`config.mk`:
```
export PLATFORM = sky130hd
export DESIGN_NAME = angle_entry_ctrl_flat
export DESIGN_NICKNAME = d
export VERILOG_FILES = /design/src/rtl/angle_entry_ctrl_if.sv /design/src/rtl/angle_entry_ctrl.sv /design/src/flat_wrapper.sv
export SDC_FILE = /design/constraint.sdc
export NUM_CORES = 1
export LEC_CHECK = 0
export ABC_AREA = 1
export CAP_MARGIN = 30
export CORE_MARGIN = 8
export CORE_UTILIZATION = 56
export CTS_CLUSTER_SIZE = 12
export DETAILED_ROUTE_END_ITERATION = 8
export HOLD_SLACK_MARGIN = 0.15
export PLACE_DENSITY_LB_ADDON = 0.12
export SYNTH_ARGS = -nofsm -noshare
export SYNTH_HDL_FRONTEND = slang
export SYNTH_HIERARCHICAL = 1
export SYNTH_SLANG_ARGS = --single-unit
```
`constraint.sdc`:
```
create_clock -name clk -period 1.95 [get_ports clk]
set_input_delay 0.2925 -clock clk [delete_from_list [all_inputs] [get_ports clk]]
set_output_delay 0.2925 -clock clk [all_outputs]
set_load 0.1 [all_outputs]
```
`src/rtl/angle_entry_ctrl_if.sv`:
```
// Pin bundle for the angle-entry controller: raw buttons and mode select in,
// displayed angle plus first-quadrant reduced angle and sign/swap flags out.
interface angle_entry_ctrl_if #(
  parameter int ANGLE_W = 9,
  parameter int ARITH_W = 7
);
  logic               button_inc;
  logic               button_dec;
  logic               Mode_sel;
  logic [ANGLE_W-1:0] angle_to_show_in;
  logic [ARITH_W-1:0] angle_to_arith;
  logic               cos_sign_to_output;
  logic               sin_sign_to_output;
  logic               c_s_swap_to_output;
  logic               angle_valid;

  modport master (
    output button_inc, button_dec, Mode_sel,
    input  angle_to_show_in, angle_to_arith, cos_sign_to_output,
           sin_sign_to_output, c_s_swap_to_output, angle_valid
  );

  modport slave (
    input  button_inc, button_dec, Mode_sel,
    output angle_to_show_in, angle_to_arith, cos_sign_to_output,
           sin_sign_to_output, c_s_swap_to_output, angle_valid
  );
endinterface

```
`src/rtl/angle_entry_ctrl.sv`:
```
// Angle-entry controller: debounced inc/dec buttons with tap/auto-repeat, two
// wrap limits, and registered first-quadrant reduction for the CORDIC core.

// One button lane: 2-flop synchroniser followed by a stability counter.
module angle_entry_btn #(
  parameter int DEBOUNCE_CYC = 500000
) (
  input  logic clk,
  input  logic rst_n,
  input  logic btn_raw,
  output logic btn_db
);
  localparam int CNT_W = (DEBOUNCE_CYC > 1) ? $clog2(DEBOUNCE_CYC + 1) : 1;

  logic [1:0]       sync_q;
  logic [CNT_W-1:0] cnt_q;

  // Synchroniser clears to the released level so reset never looks like a press.
  always_ff @(posedge clk or negedge rst_n) begin
    if (!rst_n) begin
      sync_q <= 2'b11;
      cnt_q  <= '0;
      btn_db <= 1'b1;
    end else begin
      sync_q <= {sync_q[0], btn_raw};
      if (sync_q[1] != btn_db) begin
        if (cnt_q == CNT_W'(DEBOUNCE_CYC - 1)) begin
          btn_db <= sync_q[1];
          cnt_q  <= '0;
        end else begin
          cnt_q <= cnt_q + 1'b1;
        end
      end else begin
        cnt_q <= '0;
      end
    end
  end
endmodule

module angle_entry_ctrl #(
  parameter int FULL_ANGLE   = 360,
  parameter int ALT_MAX      = 79,
  parameter int ANGLE_W      = 9,
  parameter int ARITH_W      = 7,
  parameter int DEBOUNCE_CYC = 500000,
  parameter int HOLD_CYC     = 25000000,
  parameter int REPEAT_CYC   = 5000000
) (
  input logic               clk,
  input logic               rst_n,
  angle_entry_ctrl_if.slave bus
);
  localparam int NUM_BTN = 2;
  localparam int STAGES  = 1;
  localparam int TMR_MAX = (HOLD_CYC > REPEAT_CYC) ? HOLD_CYC : REPEAT_CYC;
  localparam int TMR_W   = (TMR_MAX > 1) ? $clog2(TMR_MAX + 1) : 1;

  localparam logic [ANGLE_W-1:0] FULL_A = ANGLE_W'(FULL_ANGLE);
  localparam logic [ANGLE_W-1:0] ALT_A  = ANGLE_W'(ALT_MAX);
  localparam logic [ANGLE_W-1:0] Q1_A   = ANGLE_W'(FULL_ANGLE / 4);
  localparam logic [ANGLE_W-1:0] Q2_A   = ANGLE_W'(FULL_ANGLE / 2);
  localparam logic [ANGLE_W-1:0] Q3_A   = ANGLE_W'((FULL_ANGLE / 4) * 3);

  typedef enum logic [1:0] {S_IDLE, S_HOLD, S_REPEAT} state_t;

  // Lane 0 = inc, lane 1 = dec; both active-low.
  logic [NUM_BTN-1:0] btn_raw;
  logic [NUM_BTN-1:0] btn_db;

  assign btn_raw = {bus.button_dec, bus.button_inc};

  for (genvar g = 0; g < NUM_BTN; g++) begin : g_btn
    angle_entry_btn #(.DEBOUNCE_CYC(DEBOUNCE_CYC)) u_btn (
      .clk     (clk),
      .rst_n   (rst_n),
      .btn_raw (btn_raw[g]),
      .btn_db  (btn_db[g])
    );
  end

  logic cmd_inc, cmd_dec, cmd_both;
  assign cmd_inc  = ~btn_db[0] &  btn_db[1];
  assign cmd_dec  =  btn_db[0] & ~btn_db[1];
  assign cmd_both = ~btn_db[0] & ~btn_db[1];

  logic [1:0] mode_sync_q;
  logic       mode_q;
  logic       mode_s, mode_chg;
  assign mode_s   = mode_sync_q[1];
  assign mode_chg = mode_s ^ mode_q;

  state_t             state_q, state_d;
  logic [TMR_W-1:0]   tmr_q, tmr_d;
  logic               dir_q, dir_d;
  logic               step, step_up, cmd_held;

  logic [ANGLE_W-1:0] angle_q, angle_step, limit;
  logic [ARITH_W-1:0] arith_q;
  logic               cos_q, sin_q, swap_q;
  logic [STAGES:0]    vld_pipe;

  logic [ANGLE_W-1:0] red_a;
  logic               red_cos, red_sin, red_swap;

  always_ff @(posedge clk or negedge rst_n) begin
    if (!rst_n) begin
      mode_sync_q <= 2'b00;
      mode_q      <= 1'b0;
      state_q     <= S_IDLE;
      tmr_q       <= '0;
      dir_q       <= 1'b0;
    end else begin
      mode_sync_q <= {mode_sync_q[0], bus.Mode_sel};
      mode_q      <= mode_s;
      state_q     <= state_d;
      tmr_q       <= tmr_d;
      dir_q       <= dir_d;
    end
  end

  // The latched direction must still be commanded for HOLD/REPEAT to continue.
  assign cmd_held = dir_q ? cmd_inc : cmd_dec;

  always_comb begin
    state_d = state_q;
    tmr_d   = tmr_q;
    dir_d   = dir_q;
    step    = 1'b0;
    step_up = cmd_inc;
    if (mode_chg || cmd_both) begin
      state_d = S_IDLE;
      tmr_d   = '0;
    end else begin
      case (state_q)
        S_IDLE: begin
          if (cmd_inc || cmd_dec) begin
            step    = 1'b1;
            dir_d   = cmd_inc;
            state_d = S_HOLD;
            tmr_d   = '0;
          end
        end
        S_HOLD: begin
          if (!cmd_held) begin
            state_d = S_IDLE;
            tmr_d   = '0;
          end else if (tmr_q == TMR_W'(HOLD_CYC - 1)) begin
            step    = 1'b1;
            state_d = S_REPEAT;
            tmr_d   = '0;
          end else begin
            tmr_d = tmr_q + 1'b1;
          end
        end
        S_REPEAT: begin
          if (!cmd_held) begin
            state_d = S_IDLE;
            tmr_d   = '0;
          end else if (tmr_q == TMR_W'(REPEAT_CYC - 1)) begin
            step  = 1'b1;
            tmr_d = '0;
          end else begin
            tmr_d = tmr_q + 1'b1;
          end
        end
        default: begin
          state_d = S_IDLE;
          tmr_d   = '0;
        end
      endcase
    end
  end

  // On a mode-change cycle mode_s already carries the new mode, so the new limit applies.
  assign limit = mode_s ? ALT_A : FULL_A;

  always_comb begin
    if (step_up) angle_step = (angle_q >= limit) ? '0 : angle_q + 1'b1;
    else         angle_step = (angle_q == '0) ? limit : angle_q - 1'b1;
  end

  always_comb begin
    red_a    = angle_q;
    red_cos  = 1'b0;
    red_sin  = 1'b0;
    red_swap = 1'b0;
    if (angle_q <= Q1_A) begin
      red_a = angle_q;
    end else if (angle_q <= Q2_A) begin
      red_a    = angle_q - Q1_A;
      red_cos  = 1'b1;
      red_swap = 1'b1;
    end else if (angle_q <= Q3_A) begin
      red_a   = angle_q - Q2_A;
      red_cos = 1'b1;
      red_sin = 1'b1;
    end else begin
      red_a    = angle_q - Q3_A;
      red_sin  = 1'b1;
      red_swap = 1'b1;
    end
  end

  // vld_pipe[0] marks a change of angle_q; the reduced outputs trail it by one stage.
  always_ff @(posedge clk or negedge rst_n) begin
    if (!rst_n) begin
      angle_q  <= '0;
      arith_q  <= '0;
      cos_q    <= 1'b0;
      sin_q    <= 1'b0;
      swap_q   <= 1'b0;
      vld_pipe <= '0;
    end else begin
      vld_pipe[STAGES:1] <= vld_pipe[STAGES-1:0];
      vld_pipe[0]        <= 1'b0;
      if (mode_chg) begin
        if (angle_q > limit) begin
          angle_q     <= '0;
          vld_pipe[0] <= 1'b1;
        end
      end else if (step) begin
        angle_q     <= angle_step;
        vld_pipe[0] <= 1'b1;
      end
      arith_q <= ARITH_W'(red_a);
      cos_q   <= red_cos;
      sin_q   <= red_sin;
      swap_q  <= red_swap;
    end
  end

  assign bus.angle_to_show_in   = angle_q;
  assign bus.angle_to_arith     = arith_q;
  assign bus.cos_sign_to_output = cos_q;
  assign bus.sin_sign_to_output = sin_q;
  assign bus.c_s_swap_to_output = swap_q;
  assign bus.angle_valid        = vld_pipe[STAGES];
endmodule

```
`src/flat_wrapper.sv`:
```
// flat-port wrapper written by rule: the top's interface ports become plain ports
module angle_entry_ctrl_flat 
#(
  parameter int FULL_ANGLE   = 360,
  parameter int ALT_MAX      = 79,
  parameter int ANGLE_W      = 9,
  parameter int ARITH_W      = 7,
  parameter int DEBOUNCE_CYC = 500000,
  parameter int HOLD_CYC     = 25000000,
  parameter int REPEAT_CYC   = 5000000
)
  (clk, rst_n, bus_button_inc, bus_button_dec, bus_Mode_sel, bus_angle_to_show_in, bus_angle_to_arith, bus_cos_sign_to_output, bus_sin_sign_to_output, bus_c_s_swap_to_output, bus_angle_valid);
  angle_entry_ctrl_if #(.ANGLE_W(ANGLE_W), .ARITH_W(ARITH_W)) bus_i ();
  input logic clk;
  input logic rst_n;
  input wire logic [$bits(bus_i.button_inc)-1:0] bus_button_inc;
  input wire logic [$bits(bus_i.button_dec)-1:0] bus_button_dec;
  input wire logic [$bits(bus_i.Mode_sel)-1:0] bus_Mode_sel;
  output wire logic [$bits(bus_i.angle_to_show_in)-1:0] bus_angle_to_show_in;
  output wire logic [$bits(bus_i.angle_to_arith)-1:0] bus_angle_to_arith;
  output wire logic [$bits(bus_i.cos_sign_to_output)-1:0] bus_cos_sign_to_output;
  output wire logic [$bits(bus_i.sin_sign_to_output)-1:0] bus_sin_sign_to_output;
  output wire logic [$bits(bus_i.c_s_swap_to_output)-1:0] bus_c_s_swap_to_output;
  output wire logic [$bits(bus_i.angle_valid)-1:0] bus_angle_valid;
  assign bus_i.button_inc = bus_button_inc;
  assign bus_i.button_dec = bus_button_dec;
  assign bus_i.Mode_sel = bus_Mode_sel;
  assign bus_angle_to_show_in = bus_i.angle_to_show_in;
  assign bus_angle_to_arith = bus_i.angle_to_arith;
  assign bus_cos_sign_to_output = bus_i.cos_sign_to_output;
  assign bus_sin_sign_to_output = bus_i.sin_sign_to_output;
  assign bus_c_s_swap_to_output = bus_i.c_s_swap_to_output;
  assign bus_angle_valid = bus_i.angle_valid;
  angle_entry_ctrl #(.FULL_ANGLE(FULL_ANGLE), .ALT_MAX(ALT_MAX), .ANGLE_W(ANGLE_W), .ARITH_W(ARITH_W), .DEBOUNCE_CYC(DEBOUNCE_CYC), .HOLD_CYC(HOLD_CYC), .REPEAT_CYC(REPEAT_CYC)) u_core (.clk(clk), .rst_n(rst_n), .bus(bus_i));
endmodule
```
Word level (Yosys, flattened, before mapping) --
Cells that the tools add are included.
Storage, ports and cells: output and inout bits 20, register bits after elaboration 96, logic and storage cells 105, input port bits 5
Operators by class: add/subtract/negate cells 8, reductions and logical operators 10, magnitude comparators 5, muxes and demuxes 46, eq/ne operators 12, bitwise logic cells 7
Operator list (count):
- $mux W25 | 6
- $mux W19 | 4
- $pmux W25 S3 | 1
- $mux W9 | 7
- $add A19 B1 Y19 const B | 2
- $eq A19 B19 Y1 const B | 2
- $add A25 B1 Y25 const B | 1
- $eq A25 B23 Y1 const B | 1
- $eq A25 B25 Y1 const B | 1
- $mux W7 | 3
- $mux W1 | 18
- $mux W2 | 5
- $add A9 B1 Y9 const B | 1
- $ge A9 B9 Y1 | 1
- $gt A9 B9 Y1 | 1
- $le A9 B7 Y1 const B | 1
- $le A9 B8 Y1 const B | 1
- $le A9 B9 Y1 const B | 1
- $logic_not A9 Y1 | 1
- $sub A9 B1 Y9 const B | 1
- $sub A7 B4 Y7 const B | 1
- $sub A7 B6 Y7 const B | 1
- $sub A7 B7 Y7 const B | 1
- $pmux W2 S3 | 1
- 16 further kinds | 25

Longest topological paths before layout --
Gate-level depths: netlist (run 1).
word-level depth 8, gate-level depth with buffers 13, mapped depth without buffers 13

Hierarchy --
Netlist (run 1), hierarchy kept.
By module, submodules not included:
- angle_entry_ctrl | area each 3917.5 um^2, cells an instance 555, seq. area each 1301.2 um^2, instances 1
- angle_entry_btn | area each 1194.9 um^2, cells an instance 147, seq. area each 554.3 um^2, instances 2

Least setup slack after synthesis (run 1) --
No wires, ideal clock.
path type register -> register, start point register u_core.angle_q[2] (netlist: u_core/bus.angle_to_show_in[2]), end point register u_core.angle_q[7] (netlist: u_core/bus.angle_to_show_in[7]), period minus slack after synthesis 2469 ps, path buffers 0, library setup time 66 ps, required time 1884 ps, setup slack -519 ps, stages on the path, launching flop included 12, data arrival time 2404 ps, cells stage by stage dfrtp_1 -> inv_1 -> ha_1 -> a21oi_1 -> nand2_1 -> o21ai_0 -> nand3_1 -> nand2_1 -> nand2_1 -> a21oi_1 -> nand2_1 -> nand2_1
Between the ends: longest elaborated chain between the ends 5, elaborated cells between the ends (all ways) 12, those cells by class add/sub: 2; order compare: 2; eq/ne: 1; mux: 5; reduce/logical: 2
Ends and longest elaborated chain:
- start: declaration | line angle_entry_ctrl.sv:97 | logic [ANGLE_W-1:0] angle_q, angle_step, limit;
- start signal: assignment | line angle_entry_ctrl.sv:222 | angle_q <= angle_step;
- $sub A9 B1 Y9, or another cell as far along | line angle_entry_ctrl.sv:179 | else angle_step = (angle_q == '0) ? limit : angle_q - 1'b1;
- $mux W9 (on tied branches) | line angle_entry_ctrl.sv:179, angle_entry_ctrl.sv:178
- $mux W9 | line angle_entry_ctrl.sv:178 | if (step_up) angle_step = (angle_q >= limit) ? '0 : angle_q + 1'b1;
- $mux W9 | line angle_entry_ctrl.sv:221 | end else if (step) begin
- $mux W9 | line angle_entry_ctrl.sv:216 | if (mode_chg) begin
Several ways; a longest one is shown, not always the timed one. The select of a mux whose other input is x is not followed. A chain may end at the register's enable or synchronous reset.

Final worst setup path (run 1) --
start point register u_core.angle_q[2] (netlist: u_core/bus.angle_to_show_in[2]), end point register u_core.arith_q[1] (netlist: u_core/bus.angle_to_arith[1])
Between the ends: longest elaborated chain between the ends 4, elaborated cells between the ends (all ways) 6, those cells by class order compare: 3; mux: 3
Ends and longest elaborated chain:
- $le A9 B9 Y1 | line angle_entry_ctrl.sv:193 | end else if (angle_q <= Q3_A) begin
- $mux W7 | line angle_entry_ctrl.sv:193
- $mux W7 | line angle_entry_ctrl.sv:189 | end else if (angle_q <= Q2_A) begin
- $mux W7 (*) | line angle_entry_ctrl.sv:187 | if (angle_q <= Q1_A) begin
- via u_core.red_a[1] | line angle_entry_ctrl.sv:102 | logic [ANGLE_W-1:0] red_a;
- end signal: assignment | line angle_entry_ctrl.sv:225 | arith_q <= ARITH_W'(red_a);
- end: declaration | line angle_entry_ctrl.sv:98 | logic [ARITH_W-1:0] arith_q;
The timed path passes the listed nets; every way through them passes the cells marked *.

==> results of run 1 <==
sequential cells by signal (all words and copies together), names as in the netlist:
name / flops
u_core/g_btn.u_btn/cnt_q: 38
u_core/tmr_q: 25
u_core/bus.angle_to_show_in: 9
u_core/bus.angle_to_arith: 7
u_core/g_btn.u_btn/sync_q: 4
u_core/g_btn.u_btn/btn_db: 2
u_core/mode_sync_q: 2
u_core/state_q: 2
u_core/vld_pipe: 2
u_core/bus.c_s_swap_to_output: 1
u_core/bus.cos_sign_to_output: 1
u_core/bus.sin_sign_to_output: 1
u_core/dir_q: 1
u_core/mode_q: 1
path summary, 6_finish.rpt:
kind                                                       startpoint                                        end  slack (ps)  cells past startpoint
min in group asynchronous                                       rst_n  u_core/g_btn[0].u_btn/cnt_q[18]$_DFF_PN0_         350                      2
setup / recovery           u_core/bus.angle_to_show_in[2]$_DFFE_PN0P_     u_core/bus.angle_to_arith[1]$_DFF_PN0_           8                      9
hold / removal                                         bus_button_inc  u_core/g_btn[0].u_btn/sync_q[0]$_DFF_PN1_         340                      1
max in group asynchronous                                       rst_n   u_core/g_btn[1].u_btn/btn_db$_DFFE_PN1P_        1010                      3
hold reg to reg                       u_core/mode_sync_q[0]$_DFF_PN0_            u_core/mode_sync_q[1]$_DFF_PN0_         350                      0
setup reg to reg           u_core/bus.angle_to_show_in[2]$_DFFE_PN0P_     u_core/bus.angle_to_arith[1]$_DFF_PN0_           8                      9
per-stage QoR:
step | setup WS [ps] | instances
3_5_place_dp | -161 | 1039
3_3_place_gp | -143 | 1039
2_1_floorplan | 3.69 | 849
6_report | 7.50 | 1075
4_1_cts | 6.11 | 1058
5_1_grt | -81.3 | 1075
cells by family after synthesis:
family          after synthesis  share of synthesized area, %
fa+ha+maj                    25                          4.96
simple gates                493                          36.0
flops                        96                          38.2
buf+inv                     116                          7.72
xor+xnor                     40                          6.09
compound gates               79                          7.04
area by class of cell:
class	count	area, um2	area share [%]
multi-input cells	638	3620	47.2
flip-flops and latches	96	2440	31.8
repair buffers	81	739	9.64
inverters	104	409	5.33
clock buffers	9	225	2.93
well taps	140	175	2.28
clock inverters	7	62.6	0.815
layer usage:
| layer | GRT usage [%] | routed length [um] | vias to the layer above |
|---|---|---|---|
| met5 | 0 | 0 | - |
| met4 | 6.70 | 291 | 0 |
| met3 | 4.30 | 1050 | 33 |
| met2 | 33.4 | 7350 | 218 |
| met1 | 28.7 | 6770 | 2760 |
| li1 | - | - | 2870 |
layout by cell type (no fill, tap or decap), types with 15 or more instances in the layout:
master / n
nor2_2: 16
o21ai_0: 17
inv_1: 86
nand4_1: 17
nand2_1: 196
buf_4: 65
a21oi_1: 32
xor2_1: 32
o21ai_1: 16
dfrtp_1: 80
nor2_1: 118
nor3_1: 15
nor2_4: 16
nand3_1: 72
nand2_2: 16
ha_1: 17
synth_stat cells (all sizes together):
library cell  count  area share, %
nand2           220             14
nor2            149             11
inv             104            6.2
dfrtp            90             36
nand3            78            6.4
a21oi            36            3.1
o21ai            34            2.7
xor2             34            5.0
ha               25            5.0
nand4            18            1.9
nor3             17            1.5
buf              11            1.4
dfstp             6            2.5
xnor2             6            1.1
nor3b             4           0.79
o21a              3           0.36
a31oi             2           0.20
and3              2           0.20
o211ai            2           0.46
or2               2           0.20
a21o              1           0.12
and2              1          0.099
clkbuf            1          0.059
nand3b            1           0.12
nor4              1          0.099
o31ai             1           0.12
where the power goes:
| group | leakage (nW) | total (mW) | internal (mW) | switching [mW] |
|---|---|---|---|---|
| registers | 1.29 | 2.03 | 2.01 | 0.0143 |
| logic | 2.09 | 0.160 | 0.0557 | 0.104 |
| clock network | 0.144 | 1.71 | 0.891 | 0.820 |
| total | 3.53 | 3.90 | 2.96 | 0.938 |
timing repair:
action                                  CTS  global route
pin swaps                                 1            23
endpoints found under the setup margin   18            39
gates resized for setup                   5            56
hold buffers                              1             0
endpoints found under the hold margin    87             0
setup buffers                             2            16
gates cloned                              0             1
==> impl_metrics.py, run 1 <==
metrics = {
    "synth": {
        "syn_avg_cell_area_um2": 7.43,
        "ys_seq_elements": 96,
        "yosysSeqAreaShare_pct": 38.2,
        "syn_nets": 879,
        "yosysWarnings": 6,
        "ys_types": 44,
        "synthesis.area_um2": 6310,
        "syn_inst": 849,
    },
    "worst_setup_path": {
        "critPathRequiredTime_ps": 2200,
        "worst-path-buf-inv": 1,
        "crit_type": "register to register",
        "slowest_delay_ps": 520,
        "path_delay_family": "simple AND/OR/NAND/NOR gates",
        "cp_slowest_cell": "dfrtp_4",
        "cp-start-kind": "register",
        "cp_cell_sequence": "inv_2 > ha_1 > nand3_1 > nor2_1 > a21oi_1 > o21ai_1 > nand2_2 > nand2_2 > xor2_1",
        "worstPathMaxFanout": 5,
        "path_common_cell": "nand2_2",
        "cp-end-kind": "register",
        "arrival_ps": 2200,
    },
    "detailed_routing": {
        "vias": 5881,
        "drt_first_pass_iters": 6,
        "finalWirelength_um": 15500,
        "drt_iter0_drc": 664,
        "routed_via_density": 5.47,
        "drc_errors": 0,
        "wire_per_inst_um": 14.4,
        "antenna_left": 0,
    },
    "die": {
        "core_um2": 10900,
        "die_h_um": 122,
        "die-area_um2": 14900,
        "io_pins": 25,
        "rows": 38,
        "initial_utilization_pct": 57.7,
        "die-width_um": 122,
    },
    "run_status": {
        "status": "completed",
    },
    "placed_design": {
        "dp_hpwl_um": 10900,
        "io_buffer_count": 24,
        "place_congestion": 0.964,
        "placed_area_um2": 7010,
    },
    "finish": {
        "drive_gt1_share_pct": 23.0,
        "n_antenna_cell": 0,
        "synthToLayoutAreaGrowth_pct": 21.7,
        "final_area_um2": 7670,
        "nNetsFinal": 960,
        "final_util_pct": 70.2,
        "fillers": 866,
    },
    "timing": {
        "clock.fmax_ghz": 0.515,
        "rsz0062_at_grt": "true",
        "timing.hold.ws_ps": 342,
        "slew_headroom_pct": 75.2,
        "period_share_pct": 99.6,
        "period_needed_ps": 1940,
        "fin_setup_tns_ps": 0,
        "finalSetupViolCount": 0,
        "slew_viol_final": 0,
        "hold_viol": 0,
        "clock-skew-final_ps": 8.70,
        "worst_pin_slew_ps": 368,
    },
    "global_routing": {
        "gr-total-overflow": 0,
        "grt_pass1_wl_um": 25600,
        "grt_usage_pct": 21.2,
        "antenna_found_initial": 0,
        "grt_pass1_vias": 5428,
        "grt_max_degree": 51,
    },
    "cts": {
        "clock_path_buffers": 2,
        "numCtsBuffers": 9,
        "cts_sinks": 96,
        "clk-insertion-delay-late_ps": 350,
        "cts_root_buf": "clkbuf_16",
        "path_clk_slew_ps": 70,
        "cts_tree": "built",
        "cts_htree_levels": 3,
    },
    "power": {
        "leakage_nw": 3.53,
        "p_total_mw": 3.90,
        "powerDensity_nw_per_um2": 508,
        "ir_worst_vdd_v": 0.000677,
    },
    "run": {
        "drv_cap": 0,
    },
    "min_path": {
        "hp-class": "input pin to register",
    },
}
No activity file was read; power rests on OpenSTA's default activity.
==> run 2, diff against run 1 <==
Settings changed: CAP_MARGIN 30 to not set.
==> results of run 2 <==
Same layout as run 1: the final DEF is identical, and so are final timing and power.
==> run 3, diff against run 2 <==
Settings changed: CORE_ASPECT_RATIO set to 1.5, CORE_MARGIN 8 to 2.
==> impl_metrics.py, run 3 (synthesis gave the netlist of run 1 again) <==
metrics = {
    "die": {
        "die-width_um": 90.7,
        "rows": 47,
        "core_um2": 11000,
        "io_pins": 25,
        "initial_utilization_pct": 57.4,
        "die-area_um2": 12100,
        "die_h_um": 134,
    },
    "global_routing": {
        "gr-total-overflow": 0,
        "grt_usage_pct": 25.9,
        "grt_max_degree": 44,
        "grt_pass1_wl_um": 25600,
        "grt_pass1_vias": 5515,
        "antenna_found_initial": 0,
    },
    "detailed_routing": {
        "wire_per_inst_um": 14.9,
        "drt_first_pass_iters": 5,
        "routed_via_density": 5.44,
        "drc_errors": 0,
        "finalWirelength_um": 16000,
        "vias": 5874,
        "drt_iter0_drc": 426,
        "antenna_left": 0,
    },
    "cts": {
        "clock_path_buffers": 2,
        "clk-insertion-delay-late_ps": 340,
        "cts_sinks": 96,
        "cts_tree": "built",
        "cts_root_buf": "clkbuf_16",
        "path_clk_slew_ps": 70,
        "numCtsBuffers": 9,
        "cts_htree_levels": 3,
    },
    "placed_design": {
        "place_congestion": 0.978,
        "dp_hpwl_um": 11300,
        "placed_cells": 1050,
        "io_buffer_count": 24,
    },
    "min_path": {
        "hp-class": "register to register",
    },
    "worst_setup_path": {
        "worstPathMaxFanout": 7,
        "cp-start-kind": "register",
        "crit_type": "register to register",
        "cp-end-kind": "register",
        "arrival_ps": 2150,
        "critPathRequiredTime_ps": 2220,
    },
    "timing": {
        "finalSetupViolCount": 0,
        "period_needed_ps": 1880,
        "worst_pin_slew_ps": 491,
        "hold_viol": 0,
        "slew_headroom_pct": 67.3,
        "period_share_pct": 96.5,
        "clock.fmax_ghz": 0.531,
        "slew_viol_final": 0,
        "fin_setup_tns_ps": 0,
        "clock-skew-final_ps": 4.12,
    },
    "finish": {
        "final_util_pct": 69.6,
        "n_antenna_cell": 0,
        "largest_reg_flops": 38,
        "synthToLayoutAreaGrowth_pct": 21.4,
        "top_register": "u_core/g_btn.u_btn/cnt_q",
        "layout_commonest_cell": "nand2_1",
        "nNetsFinal": 958,
        "drive_gt1_share_pct": 22.2,
        "final_cells": 1080,
        "final_cell_mix": "nand2_1 (200), nor2_1 (121), inv_1 (86), dfrtp_1 (81), nand3_1 (71)",
    },
    "run_status": {
        "status": "completed",
    },
    "power": {
        "leakage_nw": 3.52,
        "ir_worst_vdd_v": 0.000348,
        "powerDensity_nw_per_um2": 522,
    },
    "run": {
        "drv_cap": 0,
    },
}
[run 3: cell type report]
cell class              instances  area, um2
flip-flops and latches         96       2430
repair inverters                1       5.00
multi-input cells             641       3620
inverters                     104        403
repair buffers                 75        702
clock buffers                  10        239
well taps                     147        184
fillers                       890       3340
clock inverters                 6       68.8
[run 3: timing repair]
item | in CTS | in global routing
endpoints found under the setup margin | 15 | 42
hold endpoints to repair | 34 | 0
buffers inserted | 0 | 8
pin swaps | 0 | 18
gates cloned | 0 | 5
hold buffers | 1 | 0
gates resized for setup | 2 | 49
[run 3: final timing paths]
path                                                            from                                        end  slack [ps]  cells past startpoint
max reg2reg                 u_core/g_btn[1].u_btn/btn_db$_DFFE_PN1P_               u_core/tmr_q[15]$_DFFE_PN0P_          70                     11
min in group asynchronous                                      rst_n  u_core/g_btn[0].u_btn/cnt_q[11]$_DFF_PN0_         450                      2
min                        u_core/g_btn[0].u_btn/sync_q[0]$_DFF_PN1_  u_core/g_btn[0].u_btn/sync_q[1]$_DFF_PN1_         360                      0
max                         u_core/g_btn[1].u_btn/btn_db$_DFFE_PN1P_               u_core/tmr_q[15]$_DFFE_PN0P_          70                     11
min reg2reg                u_core/g_btn[0].u_btn/sync_q[0]$_DFF_PN1_  u_core/g_btn[0].u_btn/sync_q[1]$_DFF_PN1_         360                      0
max in group asynchronous                                      rst_n  u_core/g_btn[0].u_btn/sync_q[0]$_DFF_PN1_         850                      3
[run 3: power by group]
part | leakage (nW) | internal, mW | switching, mW
clock | 0.137 | 1.03 | 0.784
sequential | 1.29 | 2.01 | 0.0137
combinational | 2.09 | 0.0506 | 0.105
total | 3.52 | 3.09 | 0.903
[run 3: worst max-delay path: stages, from the launching register on]
cell	delay (ps)
dfstp_2	550
ha_2	190
inv_2	40
nand2_1	70
o21ai_2	100
nor2_1	160
nand2_1	70
nand2_1	80
nand2_1	100
nand2_4	140
clkinv_2	150
nor2_1	150
[run 3: per-layer routing]
layer	part of all wire (%)	vias to the layer above	track usage [%]
met3	4.9	53	3.65
met5	0	-	0
met4	3.8	0	11.7
met2	51	213	44.8
li1	-	2867	-
met1	41	2741	32.2
[run 3: through the flow]
step | hold slack (ps) | instance area [um2] | setup slack (ps) | total power [mW]
final | 358 | 7650 | 67.7 | 4.00
after global routing | 364 | 7650 | -43.6 | 4.14
after CTS | 358 | 7390 | 0.419 | 4.02
after detailed placement | 290 | 7070 | -74.7 | 2.21
after global placement | 282 | 7070 | 48.1 | 2.21
after floorplan | -3.09 | 6350 | 3.69 | 2.13
